--- config.mk ---
export PLATFORM = sky130hd
export DESIGN_NAME = iobus_uart_tx
export DESIGN_NICKNAME = d
export VERILOG_FILES = /design/src/rtl/iobus_uart_tx.sv
export SDC_FILE = /design/constraint.sdc
export NUM_CORES = 1
export LEC_CHECK = 0
export CAP_MARGIN = 20
export CORE_MARGIN = 10
export CORE_UTILIZATION = 44
export DETAILED_ROUTE_END_ITERATION = 10
export GPL_TIMING_DRIVEN = 0
export PLACE_DENSITY_LB_ADDON = 0.05
export REMOVE_ABC_BUFFERS = 1
export SETUP_SLACK_MARGIN = 0.3
export SKIP_CTS_REPAIR_TIMING = 1
export SYNTH_ARGS = -nofsm -noshare
export SYNTH_HDL_FRONTEND = slang
export SYNTH_SLANG_ARGS = --single-unit
--- constraint.sdc ---
create_clock -name CLK -period 7.6 [get_ports CLK]
set_input_delay 1.14 -clock CLK [delete_from_list [all_inputs] [get_ports CLK]]
set_output_delay 1.14 -clock CLK [all_outputs]
set_load 0.02 [all_outputs]
--- src/rtl/iobus_uart_tx.sv ---
// iobus_uart_tx: MMIO UART transmitter on the OTTER IOBUS.
// Bytes written to TXDATA are queued in a small FIFO and sent 8N1 on UART_TXD.
// STATUS exposes busy/full/empty/overflow/count; CTRL holds irq_en and
// clears overflow. IRQ is a level that is high while enabled and the
// transmitter is idle with nothing queued.
//
// Transmit FSM states:
//   state | meaning
//   IDLE  | line high, waiting for a queued byte
//   START | start bit (low) for DIV cycles
//   DATA  | eight data bits, LSB first, DIV cycles each
//   STOP  | stop bit (high) for DIV cycles, then chain or idle
module iobus_uart_tx #(
  parameter int          CLK_RATE   = 50,
  parameter int          BAUD       = 115200,
  parameter logic [31:0] BASE_ADDR  = 32'h1100_0100,
  parameter int          FIFO_DEPTH = 4
) (
  input  logic        CLK,
  input  logic        RESET,
  input  logic [31:0] IOBUS_ADDR,
  input  logic [31:0] IOBUS_OUT,
  input  logic        IOBUS_WR,
  output logic [31:0] RD_DATA,
  output logic        UART_TXD,
  output logic        IRQ
);

  // Rounded clock cycles per bit.
  localparam int DIV = (CLK_RATE * 1000000 + BAUD / 2) / BAUD;
  localparam int CW  = $clog2(DIV);
  localparam int PW  = $clog2(FIFO_DEPTH);

  localparam logic [CW-1:0] DIV_M1  = CW'(DIV - 1);
  localparam logic [CW-1:0] ONE_B   = CW'(1);
  localparam logic [PW-1:0] ONE_P   = PW'(1);
  localparam logic [PW:0]   ONE_C   = (PW + 1)'(1);
  localparam logic [PW:0]   DEPTH_C = (PW + 1)'(FIFO_DEPTH);

  typedef enum logic [1:0] {IDLE, START, DATA, STOP} state_t;

  state_t        state;
  logic [CW-1:0] baud_cnt;
  logic [2:0]    bit_idx;
  logic [7:0]    shift;

  logic [7:0]    fifo_mem [FIFO_DEPTH];
  logic [PW-1:0] wr_ptr;
  logic [PW-1:0] rd_ptr;
  logic [PW:0]   count;
  logic [3:0]    count_nib;

  logic overflow;
  logic irq_en;

  logic sel_tx, sel_status, sel_ctrl;
  logic wr_tx, wr_ctrl;
  logic empty, full, busy, baud_tc;
  logic pop, push;

  assign sel_tx     = (IOBUS_ADDR == BASE_ADDR);
  assign sel_status = (IOBUS_ADDR == BASE_ADDR + 32'd4);
  assign sel_ctrl   = (IOBUS_ADDR == BASE_ADDR + 32'd8);
  assign wr_tx      = IOBUS_WR & sel_tx;
  assign wr_ctrl    = IOBUS_WR & sel_ctrl;

  assign empty   = (count == '0);
  assign full    = (count == DEPTH_C);
  assign baud_tc = (baud_cnt == '0);

  // The FSM takes a byte when idle, or at the last stop-bit cycle so frames chain.
  assign pop  = ~empty & ((state == IDLE) | ((state == STOP) & baud_tc));
  // A full FIFO still accepts a byte if a slot frees up in the same cycle.
  assign push = wr_tx & (~full | pop);

  assign busy      = (state != IDLE) | ~empty;
  assign IRQ       = irq_en & ~busy;
  assign count_nib = 4'(count);

  // Register read mux, purely combinational from address and current state.
  always_comb begin
    RD_DATA = '0;
    if (sel_status)
      RD_DATA = {24'b0, count_nib, overflow, empty, full, busy};
    else if (sel_ctrl)
      RD_DATA = {30'b0, 1'b0, irq_en};
  end

  // FIFO storage; contents need no reset since count gates every read.
  always_ff @(posedge CLK) begin
    if (push)
      fifo_mem[wr_ptr] <= IOBUS_OUT[7:0];
  end

  // FIFO pointers and occupancy; pointers wrap naturally at the power-of-2 depth.
  always_ff @(posedge CLK or posedge RESET) begin
    if (RESET) begin
      wr_ptr <= '0;
      rd_ptr <= '0;
      count  <= '0;
    end else begin
      if (push)
        wr_ptr <= wr_ptr + ONE_P;
      if (pop)
        rd_ptr <= rd_ptr + ONE_P;
      case ({push, pop})
        2'b10:   count <= count + ONE_C;
        2'b01:   count <= count - ONE_C;
        default: count <= count;
      endcase
    end
  end

  // Control register and sticky overflow; a new overflow beats a clear.
  always_ff @(posedge CLK or posedge RESET) begin
    if (RESET) begin
      irq_en   <= 1'b0;
      overflow <= 1'b0;
    end else begin
      if (wr_ctrl)
        irq_en <= IOBUS_OUT[0];
      if (wr_tx & full & ~pop)
        overflow <= 1'b1;
      else if (wr_ctrl & IOBUS_OUT[1])
        overflow <= 1'b0;
    end
  end

  // Serializer FSM with a down-counting baud timer and registered line output.
  always_ff @(posedge CLK or posedge RESET) begin
    if (RESET) begin
      state    <= IDLE;
      baud_cnt <= '0;
      bit_idx  <= '0;
      shift    <= '0;
      UART_TXD <= 1'b1;
    end else begin
      case (state)
        IDLE: begin
          UART_TXD <= 1'b1;
          if (pop) begin
            shift    <= fifo_mem[rd_ptr];
            baud_cnt <= DIV_M1;
            UART_TXD <= 1'b0;
            state    <= START;
          end
        end
        START: begin
          if (baud_tc) begin
            baud_cnt <= DIV_M1;
            bit_idx  <= '0;
            UART_TXD <= shift[0];
            state    <= DATA;
          end else begin
            baud_cnt <= baud_cnt - ONE_B;
          end
        end
        DATA: begin
          if (baud_tc) begin
            baud_cnt <= DIV_M1;
            if (bit_idx == 3'd7) begin
              UART_TXD <= 1'b1;
              state    <= STOP;
            end else begin
              shift    <= {1'b0, shift[7:1]};
              UART_TXD <= shift[1];
              bit_idx  <= bit_idx + 3'd1;
            end
          end else begin
            baud_cnt <= baud_cnt - ONE_B;
          end
        end
        STOP: begin
          if (baud_tc) begin
            if (pop) begin
              shift    <= fifo_mem[rd_ptr];
              baud_cnt <= DIV_M1;
              UART_TXD <= 1'b0;
              state    <= START;
            end else begin
              UART_TXD <= 1'b1;
              state    <= IDLE;
            end
          end else begin
            baud_cnt <= baud_cnt - ONE_B;
          end
        end
        default: begin
          UART_TXD <= 1'b1;
          state    <= IDLE;
        end
      endcase
    end
  end

endmodule
Yosys cells after proc, flatten, opt, wreduce, memory -nomap -nowiden
Memories as Yosys holds them, arrays and structs flattened.
Cells that the tools add are included.
{"block": "totals", "ram_bits": 32, "latch_bits": 0, "mem_count": 1, "wordCells": 95, "in_bits": 67, "output_inout_bits": 34, "romBits": 0, "reg_bits": 32}
{"memory": "fifo_mem", "words": 4, "width": 8, "rd": 1, "rd_ports_with_merged_regs": 0, "wr": 1, "line": "47", "source": "logic [7:0] fifo_mem [FIFO_DEPTH];"}
{"block": "classes", "n_mul": 0, "n_shift": 0, "bitwise_logic": 16, "n_addsub": 6, "n_eq_ne": 16, "n_reduce_logical": 13, "div_mod_pow": 0, "mux": 33, "order_cmp": 0}
{"operator": "$eq 32x29->1 const B", "count": 3}
{"operator": "$mux 8", "count": 4}
{"operator": "$mux 9", "count": 3}
{"operator": "$pmux 9 s3", "count": 1}
{"operator": "$pmux 8 s3", "count": 1}
{"operator": "$ne 2x2->1 const B", "count": 6}
{"operator": "$pmux 3 s2", "count": 2}
{"operator": "$mux 1", "count": 11}
{"operator": "$mux 2", "count": 5}
{"operator": "$and 1x1->1", "count": 9}
{"operator": "$logic_not 9->1", "count": 1}
{"operator": "$mux 3", "count": 3}
{"operator": "$sub 9x1->9 const B", "count": 1}
{"operator": "$pmux 2 s4", "count": 1}
{"operator": "$reduce_and 4->1", "count": 2}
{"operator": "$reduce_bool 2->1", "count": 4}
{"operator": "$mux 7", "count": 1}
{"operator": "$add 3x1->3 const B", "count": 2}
{"operator": "$eq 2x2->1 const B", "count": 3}
{"operator": "$eq 3x3->1 const B", "count": 2}
{"operator": "$reduce_and 5->1", "count": 1}
{"operator": "$add 2x1->2 const B", "count": 2}
{"operator": "$eq 2x1->1 const B", "count": 2}
{"operator": "$not 1->1", "count": 4}
{"operator": "other kinds (8)", "count": 10}

Logic depth before layout (Yosys ltp)
{"block": "depth", "depth_word": 8, "depth_mapped": 10, "depth_no_buf": 9}

Least setup slack after synthesis
OpenSTA, ideal clock, no wires.
{"block": "synth_path", "path_kind": "input-to-output", "from": "input port IOBUS_ADDR[26]", "to": "output port RD_DATA[1]", "path_slack_ps": 3807, "path_buffers": 0, "t_arrival_ps": 2653, "cell_stages": 5, "required_ps": 6460, "cell_sequence": "nor4b_1 nand4_1 or3_1 nor3b_1 and4_1"}
{"block": "synth_between", "elab_chain_cells": 2}
{"item": "start: declaration", "line": "21", "source": "input logic [31:0] IOBUS_ADDR,"}
{"item": "$eq 32x29->1", "line": "62", "source": "assign sel_status = (IOBUS_ADDR == BASE_ADDR + 32'd4);"}
{"item": "$mux 7", "line": "83", "source": "if (sel_status)"}
{"item": "end: declaration", "line": "24", "source": "output logic [31:0] RD_DATA,"}
Every way passes these cells.

Worst setup path after layout
Ends and elaborated chain as after synthesis.

==> results.md <==
- The run finished with clean final reports.
- After layout, the worst path uses 65.51% of the clock period.
- The HPWL after detailed placement is 5575 um.
- The pin count of the biggest net entering global routing is 19.
- The ratio of cells with drive above 1 in the final layout is 14.16%.
- The combined area of all synthesized cells is 3526 sq um.
- Synthesis produced 289 cells.
- The most used flip-flop cell after synthesis is sky130_fd_sc_hd__edfxtp_1.
- The width of the die is 109.5 um.
- The Yosys step of the flow raised 0 warnings.
- After the first detailed-routing iteration, the DRC count stood at 78.
- The number of clock buffers inserted by TritonCTS is 9.
- OpenSTA, run right after detailed placement, puts the worst setup slack at 2.560 ns.
- In this run the deepest clock path goes through 2 buffers.
- The starting density of the core is 45.39%.
- Clock-pin slew was measured on the worst setup and hold paths at 0.08 ns.
- The summed area of non-filler cells in the final layout is 4245 sq um.
- The total of endpoints with negative setup slack in the final report is 0.
- The critical path class is input pin to output pin.
- In the global route stage, overall resource usage came out at 13.40%.
- The final routed wire length divided by cell count is 16.77 um.
- The highest layer touched by signal routing is met4.
- Data on the critical path is required at its endpoint by 6.46 ns.
- The number of antenna-violating nets in the routed design is 0.
- The number of global-route vias before repair is 2450.
- Sequential elements use 50.00% of the synthesized area.
- The total vias in the final route is 2319.
- The shortest period the worst path allows is 4.979 ns.
- The maximum vdd ir drop is 0.1225 mV.
- The detailed-route vias per instance is 5.176.
- The number of synthesized flops with an enable pin is 32.
- The DRC violation count after routing is 0.
- The number of maximum-capacitance violations is 0.
- The number of H-tree levels is 3.
- The number of port buffers is 51.
- Wire segments on met3 add up to 226 um in the final route.
- The initial antenna violation count is 0.
- The wire length of the first global-routing pass is 12730 um.
- The multi-input combinational cells in the finished layout cover a total of 1570 sq um.
- The critical path capture point type is an output pin.
- The finished layout holds 448 standard cells, fillers aside.
- The sequential cell area is 1763 sq um.
- The number of max-slew violations in the final report is 0.
- The detailed router put a total of 3240 um of wire on met1.
- The remaining global-route overflow is 0.
- The final worst slack is 2.621 ns.
- The share of synthesized area in the top cell type comes to 27.25%.
- The standard-cell row count is 32.
- The congestion estimate from routability-driven global placement came to 0.7823.
- The clock network latency to the later pin of the worst-skew pair is 0.33 ns.
- In this run the tightest slew margin relative to its limit is 53.60%.
- TritonCTS built the clock tree.
- The core box area is 7767 sq um.
- At the worst endpoint, the arrival time is 3.84 ns.
- For this run, the top clock speed supported by timing is 0.2009 GHz.
- At the pin with the least slew margin, the transition time is 0.6953 ns.
- After synthesis, the netlist uses 57 different library cells.
- The final-report hold violation count came to 0.
- The floorplan step defined a die boundary enclosing 11990 sq um.
- The kind of path behind the tightest hold check is flop to flop.
- For this block, the routed nets add up to 7515 um of wire.
- Compared with the post-synthesis result, the final layout area differs by 20.40%.
- The cell area power density is 163.5 nW/um^2.
- Clock tree synthesis found a total of 64 sinks.
- After synthesis, the cell types taking the most area are sky130_fd_sc_hd__edfxtp_1, sky130_fd_sc_hd__dfrtp_1, sky130_fd_sc_hd__buf_4, sky130_fd_sc_hd__mux4_2, sky130_fd_sc_hd__ha_1.
- Summing all placed instances gives a cell area of 4044 sq um.
- The tree is rooted in a sky130_fd_sc_hd__clkbuf_8.
- In the final timing run, aggregate negative setup slack is 0 ns.
- In this run the worst path has a maximum fanout of 6.
- Counting the fill cells in the layout gives 674.
- Counting flops with an async set or reset pin after synthesis yields a share of 50.00%.
- Dividing the synthesized area by the synthesized cell count gives 12.20 sq um.
- After synthesis the netlist holds a flip-flop and latch count of 64.
- Detailed routing placed a total of 3990 um of wire on met2.
- The cell accounting for the most synthesized area is sky130_fd_sc_hd__edfxtp_1.
- At the end of the flow, the number of nets in the layout was 422.
- Setup repair after global routing left no endpoint under its margin.
- 101 I/O pins were placed.
- For the final database, setup skew stands at 0.009349 ns.
- The vertical die dimension is 109.5 um.
- The worst setup path is launched from an input pin.
- The first-pass detailed-route iteration total is 4.
- The power consumption is 0.6942 mW.
- 0 antenna diodes ended up in the layout.
- The reported leakage power is 1.629 nW.
- The number of instances in the placed design is 431.
[layout by cell type, fill, tap and decap left out, drive strengths merged, types with 6 or more instances in the layout]
master,count
o21ai,9
conb,25
edfxtp,32
a21oi,9
nand2,15
and2,6
inv,12
nor2,15
mux2,17
mux4,8
clkdlybuf4s50,51
ha,13
clkbuf,10
nor3,7
dfrtp,31
nor4,8
[Yosys cell counts (2+ instances only)]
master / number
sky130_fd_sc_hd__nor2_1: 15
sky130_fd_sc_hd__mux4_2: 8
sky130_fd_sc_hd__nand3_1: 5
sky130_fd_sc_hd__o31ai_1: 2
sky130_fd_sc_hd__a211o_1: 3
sky130_fd_sc_hd__nor4b_1: 3
sky130_fd_sc_hd__nand4_1: 3
sky130_fd_sc_hd__or4b_1: 2
sky130_fd_sc_hd__nand2b_1: 3
sky130_fd_sc_hd__ha_1: 13
sky130_fd_sc_hd__nor4_1: 8
sky130_fd_sc_hd__inv_1: 12
sky130_fd_sc_hd__a31oi_1: 3
sky130_fd_sc_hd__mux2_2: 10
sky130_fd_sc_hd__o21ai_0: 9
sky130_fd_sc_hd__xnor2_1: 5
sky130_fd_sc_hd__buf_4: 25
sky130_fd_sc_hd__and3_1: 5
sky130_fd_sc_hd__a22o_1: 5
sky130_fd_sc_hd__nand3b_1: 3
sky130_fd_sc_hd__edfxtp_1: 32
sky130_fd_sc_hd__nor3b_1: 2
sky130_fd_sc_hd__nand2_1: 15
sky130_fd_sc_hd__a21oi_1: 8
sky130_fd_sc_hd__nor3_1: 6
sky130_fd_sc_hd__mux2_4: 7
sky130_fd_sc_hd__o22a_1: 4
sky130_fd_sc_hd__clkbuf_1: 8
sky130_fd_sc_hd__o31a_1: 2
sky130_fd_sc_hd__dfrtp_1: 31
sky130_fd_sc_hd__and2_1: 6
[cell families after synthesis]
| group | after synthesis | share of synthesized area (%) |
|---|---|---|
| and+or+nand+nor | 81 | 13.06 |
| DFF | 64 | 50.00 |
| AOI/OAI and AO/OA | 49 | 10.43 |
| buffers and inverters | 48 | 8.020 |
| muxes | 27 | 11.96 |
| adders and majority gates | 14 | 5.181 |
| xor gates and xnor gates | 5 | 1.242 |
| other | 1 | 0.1064 |
[power breakdown]
part,total (mW),leakage [nW],internal (mW),switching [mW]
clock network,0.288,0.0952,0.151,0.137
logic,0.0424,0.868,0.0214,0.0210
registers,0.364,0.666,0.364,0.00000000670
total,0.694,1.63,0.537,0.158
[per-stage QoR]
step	utilization (%)	hold WS, ns
3_5_place_dp	52.06	0.4951
5_1_grt	54.66	0.5356
6_report	54.66	0.5134
3_3_place_gp	51.71	0.4942
2_1_floorplan	-	0.4699
4_1_cts	54.59	0.5152
[critical path, cell delays in order]
cell and delay (ns):
sky130_fd_sc_hd__clkdlybuf4s50_1 0.39, sky130_fd_sc_hd__nor4b_1 0.32, sky130_fd_sc_hd__nand4_1 0.20, sky130_fd_sc_hd__or3_1 0.42, sky130_fd_sc_hd__nor3b_1 0.50, sky130_fd_sc_hd__and4_1 0.26
sky130_fd_sc_hd__clkdlybuf4s50_1 0.60
[final timing paths]
path | start | endpoint | slack, ns | cells after the start
max | IOBUS_ADDR[26] | RD_DATA[1] | 2.62 | 7
min | baud_cnt[1] | baud_cnt[1] | 0.51 | 2
max reg2reg | baud_cnt[0] | count[2] | 4.74 | 8
min reg2reg | baud_cnt[1] | baud_cnt[1] | 0.51 | 2
max in group asynchronous | RESET | rd_ptr[0] | 5.85 | 3
min in group asynchronous | RESET | baud_cnt[8] | 1.22 | 2
[layout make-up]
cell class / instances / area share (%)
multi-input cells: 201 / 36.99
flip-flops and latches: 64 / 41.53
well taps: 102 / 3.006
clock inverters: 7 / 1.709
clock buffers: 9 / 2.918
repair buffers: 53 / 12.79
inverters: 12 / 1.061
[state kept, by name, indices dropped and copies added, names as in the netlist]
name,cells
bit_idx,3
wr_ptr,2
irq_en,1
UART_TXD,1
overflow,1
count,3
state,2
fifo_mem,32
baud_cnt,9
rd_ptr,2
shift,8
[layer usage]
| metal | track usage (%) | up-vias |
|---|---|---|
| met3 | 3.335 | 4 |
| met2 | 23.04 | 31 |
| li1 | - | 1138 |
| met1 | 16.25 | 1146 |
| met5 | 0 | - |
| met4 | 3.903 | 0 |
Power figures use the tool's default switching activity.
